<file path="src/rtl/mag_cmp_pkg.sv">
// Shared types and constants for the sequential magnitude comparator.
package mag_cmp_pkg;

  // Controller states.
  typedef enum logic [1:0] {
    IDLE = 2'd0,
    SCAN = 2'd1,
    DONE = 2'd2
  } state_t;

  // Result encoding, one-hot: bit 0 = LT, bit 1 = EQ, bit 2 = GT.
  localparam logic [2:0] RES_NONE = 3'b000;
  localparam logic [2:0] RES_LT   = 3'b001;
  localparam logic [2:0] RES_EQ   = 3'b010;
  localparam logic [2:0] RES_GT   = 3'b100;

  // Elaboration-time legality of a WIDTH/DIGIT pair: WIDTH % DIGIT == 0.
  function automatic bit width_digit_ok(input int width, input int digit);
    return (digit > 0) && (width >= 2) && (width % digit == 0);
  endfunction

  // Digit index width: clog2 of the step count, never below one bit.
  function automatic int idx_width(input int steps);
    return (steps > 1) ? $clog2(steps) : 1;
  endfunction

endpackage

</file>
<file path="src/rtl/mag_cmp_digit.sv">
// Combinational DIGIT-bit compare cell; exactly one of lt/eq/gt is high.
module mag_cmp_digit
  import mag_cmp_pkg::*;
#(
  parameter int DIGIT = 2
) (
  input  logic [DIGIT-1:0] x,
  input  logic [DIGIT-1:0] y,
  output logic             lt,
  output logic             eq,
  output logic             gt
);

  // Unsigned compare of one digit pair.
  always_comb begin
    // NOTE: every output gets a default first so no branch can leave one
    // unassigned, which would otherwise infer a latch.
    lt = 1'b0;
    eq = 1'b0;
    gt = 1'b0;
    if (x < y)      lt = 1'b1;
    else if (x > y) gt = 1'b1;
    else            eq = 1'b1;
  end

endmodule

</file>
<file path="src/rtl/mag_comparator_seq.sv">
// Sequential MSB-first magnitude comparator, DIGIT bits per cycle with
// early exit on the first differing digit; unsigned or two's complement.
module mag_comparator_seq
  import mag_cmp_pkg::*;
#(
  parameter int WIDTH = 8,
  parameter int DIGIT = 2
) (
  input  logic             clk,
  input  logic             rst_n,
  input  logic             start,
  input  logic [WIDTH-1:0] a,
  input  logic [WIDTH-1:0] b,
  input  logic             signed_mode,
  output logic             busy,
  output logic             done,
  output logic             a_lt_b,
  output logic             a_eq_b,
  output logic             a_gt_b
);

  localparam int N     = WIDTH / DIGIT;
  localparam int IDX_W = idx_width(N);
  localparam logic [IDX_W-1:0] IDX_TOP = IDX_W'(N - 1);

  generate
    if (!width_digit_ok(WIDTH, DIGIT)) begin : g_param_check
      $error("mag_comparator_seq: WIDTH must be >= 2 and a multiple of DIGIT");
    end
  endgenerate

  state_t           state;
  logic [WIDTH-1:0] op_a;
  logic [WIDTH-1:0] op_b;
  logic [IDX_W-1:0] idx;
  logic [2:0]       result;

  logic [WIDTH-1:0] msb_flip;
  logic [DIGIT-1:0] dig_a;
  logic [DIGIT-1:0] dig_b;
  logic             d_lt;
  logic             d_eq;
  logic             d_gt;

  // Inverting both MSBs maps two's complement order onto unsigned order.
  assign msb_flip = {signed_mode, {(WIDTH-1){1'b0}}};

  // Route the digit under the scan index into the single compare cell.
  assign dig_a = op_a[int'(idx)*DIGIT +: DIGIT];
  assign dig_b = op_b[int'(idx)*DIGIT +: DIGIT];

  mag_cmp_digit #(
    .DIGIT (DIGIT)
  ) u_digit (
    .x  (dig_a),
    .y  (dig_b),
    .lt (d_lt),
    .eq (d_eq),
    .gt (d_gt)
  );

  // Controller: accept, scan MSB digit first, pulse done, back to idle.
  always_ff @(posedge clk or negedge rst_n) begin
    // NOTE: all state here uses non-blocking assignments so every register
    // samples pre-edge values, independent of statement order.
    if (!rst_n) begin
      state  <= IDLE;
      busy   <= 1'b0;
      done   <= 1'b0;
      result <= RES_NONE;
      idx    <= IDX_TOP;
      op_a   <= '0;
      op_b   <= '0;
    end else begin
      case (state)
        IDLE: begin
          if (start) begin
            op_a   <= a ^ msb_flip;
            op_b   <= b ^ msb_flip;
            result <= RES_NONE;
            idx    <= IDX_TOP;
            busy   <= 1'b1;
            state  <= SCAN;
          end
        end
        SCAN: begin
          if (d_lt) begin
            result <= RES_LT;
            done   <= 1'b1;
            state  <= DONE;
          end else if (d_gt) begin
            result <= RES_GT;
            done   <= 1'b1;
            state  <= DONE;
          end else if (d_eq && (idx == '0)) begin
            result <= RES_EQ;
            done   <= 1'b1;
            state  <= DONE;
          end else begin
            idx <= idx - IDX_W'(1);
          end
        end
        DONE: begin
          done  <= 1'b0;
          busy  <= 1'b0;
          idx   <= IDX_TOP;
          state <= IDLE;
        end
        default: begin
          done  <= 1'b0;
          busy  <= 1'b0;
          state <= IDLE;
        end
      endcase
    end
  end

  assign a_lt_b = result[0];
  assign a_eq_b = result[1];
  assign a_gt_b = result[2];

endmodule

</file>
<file path="config.mk">
export PLATFORM = sky130hd
export DESIGN_NAME = mag_comparator_seq
export DESIGN_NICKNAME = d
export VERILOG_FILES = /design/src/rtl/mag_cmp_pkg.sv /design/src/rtl/mag_cmp_digit.sv /design/src/rtl/mag_comparator_seq.sv
export SDC_FILE = /design/constraint.sdc
export NUM_CORES = 1
export LEC_CHECK = 0
export CAP_MARGIN = 20
export CORE_MARGIN = 2
export CORE_UTILIZATION = 50
export DETAILED_ROUTE_END_ITERATION = 7
export PLACE_DENSITY_LB_ADDON = 0.08
export SLEW_MARGIN = 0
export SYNTH_ARGS = -nofsm -noshare
export SYNTH_HDL_FRONTEND = slang
export SYNTH_SLANG_ARGS = --single-unit
</file>
<file path="constraint.sdc">
create_clock -name clk -period 2.6 [get_ports clk]
set_clock_uncertainty 0.05 [all_clocks]
set_input_delay 0.39 -clock clk [delete_from_list [all_inputs] [get_ports clk]]
set_output_delay 0.39 -clock clk [all_outputs]
set_load 0.05 [all_outputs]
</file>
==> results.sh <==
export IMPL_port_buffers=24
export IMPL_cp_top_family="flip-flops"
export IMPL_syn_to_final_growth_pct=20.8
export IMPL_synth_warning_count=0
export IMPL_power_total_mw=1.74
export IMPL_synth_top_cell_area_share=0.447
export IMPL_synth_enable_flop_cells=0
export IMPL_critical_path_max_stage_delay_ps=660
export IMPL_chipWidth_um=54.8
export IMPL_finalHoldViolations=0
export IMPL_status="finished clean"
export IMPL_finalInstanceArea_um2=1560
export IMPL_dieHeight_um=54.8
export IMPL_synth_area_um2=1290
export IMPL_final_antenna_net_count=0
export IMPL_root_buffer="sky130_fd_sc_hd__clkbuf_4"
export IMPL_design_final_nets=149
export IMPL_timing_fmax_mhz=421
export IMPL_cts_resized=0
export IMPL_cts_sink_count=25
export IMPL_ffs_latches_synth=25
export IMPL_detail_route_drc_violations=0
export IMPL_routabilityCongestion=0.895
export IMPL_tritoncts="yes"
export IMPL_clk_pin_slew_ps=130
export IMPL_cp_slowest_cell="sky130_fd_sc_hd__dfstp_2"
export IMPL_post_route_period_util=0.914
export IMPL_layout_core_utilization=0.634
export IMPL_io_pins=25
export IMPL_total_leakage_power_nw=0.666
export IMPL_total_power_per_unit_cell_area_nw_per_um2=1120
export IMPL_period_minus_slack_ps=2380
export IMPL_drt_wl_total_mm=2.18
export IMPL_grt_remaining_overflow=0
export IMPL_syn_area_per_cell_um2=13.0
export IMPL_critical_path_reg2reg_startpoint="idx[0]"
export IMPL_drt_pre_antenna_iters=4
export IMPL_synth_nets=122
export IMPL_synthMostInstantiatedCell="sky130_fd_sc_hd__dfrtp_1"
export IMPL_detailed_place_hpwl_mm=1.67
export IMPL_proportion_of_register_bits_with_asynchronous_set_or_reset_after_synthesis=1.00
export IMPL_synth_seq_area_share=0.487
export IMPL_hold_buffer_count_at_cts=0
export IMPL_global_route_wire_length_before_repair_mm=3.78
export IMPL_setup_viol=0
export IMPL_fillerInstances=206
export IMPL_criticalPathCategory="flip-flop to flip-flop"
export IMPL_top_cells_by_instance_count_after_synthesis="23 x sky130_fd_sc_hd__dfrtp_1, 9 x sky130_fd_sc_hd__mux2_2, 7 x sky130_fd_sc_hd__inv_1, 5 x sky130_fd_sc_hd__mux2_4, 5 x sky130_fd_sc_hd__nor2_1"
export IMPL_cts_setup_buffers=0
export IMPL_floorplan_core_area_um2=2450
export IMPL_clock_tree_buffer_depth=2
export IMPL_crit_chain="mux4_2 -> ha_1 -> nand2_1 -> or4_1 -> o211a_1"
export IMPL_timing_hold_worst_class="primary input to asynchronous set/reset pin"
export IMPL_critical_path_startpoint_type="flip-flop"
export IMPL_critical_path_peak_fanout=8
export IMPL_syn_inst=99
export IMPL_totalNegativeSetupSlack_ps=0
export IMPL_globalRouteTotalUtil=0.179
export IMPL_crit_path_end_kind="flip-flop"
export IMPL_synth_main_ff_cell="sky130_fd_sc_hd__dfrtp_1"
export IMPL_max_slew_worst_pin_slew_ps=490
export IMPL_final_cell_count_no_fill=155
export IMPL_cts_htree_levels=1
export IMPL_initial_utilization=0.525
export IMPL_dpl_cell_area_um2=1530
export IMPL_antennaDiodeCount=0
export IMPL_worst_endpoint_required_ps=2820
export IMPL_clk_latency_ps=320
export IMPL_dr_first_iter_drc_count=12
export IMPL_drive_gt1_frac=0.224
export IMPL_grt_start_max_net_pins=26
export IMPL_timing_max_cap_violations=0
export IMPL_antenna_found_initial=0
export IMPL_rows=18
export IMPL_first_global_vias=894
export IMPL_grt_setup_unrepaired="no"
export IMPL_dp_cells=151
export IMPL_timing_critical_path_arrival_ps=2590
export IMPL_timing_critical_path_from="idx[0]"
export IMPL_yosysTopAreaCell="sky130_fd_sc_hd__dfrtp_1"
export IMPL_routed_via_density=5.58
export IMPL_via_count=865
export IMPL_synth_area_top_cells="sky130_fd_sc_hd__dfrtp_1 45%, sky130_fd_sc_hd__mux2_2 7.9%, sky130_fd_sc_hd__mux4_2 7.0%, sky130_fd_sc_hd__mux2_4 5.8%, sky130_fd_sc_hd__dfstp_2 4.1%"
export IMPL_cts_buffers_inserted=3
export IMPL_total_count_of_max_transition_violations_in_the_final_report=0
export IMPL_slew_headroom=0.672
export IMPL_max_vdd_ir_drop_mv=0.662
export IMPL_synth_lib_cells_used_distinct=32
export IMPL_timing_critical_path_buf_inv=0
export IMPL_route_detailed_wl_per_inst_um=14.1
export IMPL_die_area_um2=3000
[power breakdown]
part	internal, mW	switching [mW]	leakage, nW	total (mW)
logic	0.451	0.414	0.356	0.865
registers	0.565	0.137	0.295	0.702
clock network	0.0601	0.112	0.0150	0.172
[flip-flops by register name, indices dropped and copies added, names as in the netlist]
signal / cells
op_b: 8
busy: 1
idx: 2
state: 2
done: 1
op_a: 8
result: 3
[final cells by class]
type,count,area (µm²),area share
Sequential cell,25,628,0.404
Multi-Input combinational cell,62,576,0.370
Timing Repair Buffer,27,263,0.169
Tap cell,30,37.5,0.0241
Clock buffer,4,26.3,0.0169
Inverter,7,26.3,0.0169
[logic make-up (layout without fill, tap and decap cells)]
family,Yosys count,in the layout,share of synthesized area
adder cells (fa/ha/maj),3,3,0.0291
AO/OA/AOI/OAI,14,14,0.0816
XOR/XNOR,2,2,0.0136
AND/OR/NAND/NOR,25,25,0.116
flip-flops,25,25,0.487
multiplexers,18,18,0.207
buffers and inverters,12,38,0.0660
[placed cells by master (no fill, tap or decap), drive strengths merged, types with 2 or more instances in the layout]
| cell | instances |
|---|---|
| nor2 | 5 |
| xnor2 | 2 |
| dfstp | 2 |
| clkbuf | 4 |
| nor2b | 3 |
| o41ai | 2 |
| ha | 3 |
| clkdlybuf4s50 | 24 |
| inv | 7 |
| nor3 | 4 |
| buf | 3 |
| nand2b | 4 |
| dfrtp | 23 |
| nand2 | 2 |
| or4 | 2 |
| a21oi | 4 |
| mux4 | 4 |
| and2 | 2 |
| mux2 | 14 |
[metal layers]
layer / track usage / wire length, µm / vias to the layer above
li1: - / - / 409
met1: 0.223 / 924 / 426
met2: 0.302 / 1110 / 28
met3: 0.0246 / 117 / 2
met4: 0.0875 / 32 / 0
met5: 0 / 0 / -
[worst reg2reg max path, delay by kind of cell (launching register included)]
family | cells | cell delay [ps]
fa+ha+maj | 1 | 320
mux | 1 | 520
compound gates | 1 | 120
flops | 1 | 660
simple gates | 2 | 650
[path summary, 6_finish.rpt]
check	to	slack, ps	cells past startpoint
worst max-delay path	idx[1]	220	5
worst min-delay path	op_a[2]	360	2
worst max register to register	idx[1]	220	5
worst min register to register	busy	450	1
max in group asynchronous	idx[1]	1850	2
min in group clk	busy	450	1
[stage by stage]
stage	worst slack, ps	hold slack [ps]
2_1_floorplan	262	44.4
3_3_place_gp	258	414
3_5_place_dp	222	425
4_1_cts	196	359
5_1_grt	105	404
6_report	224	356
Note: power is estimated with default switching activity, not from simulation.
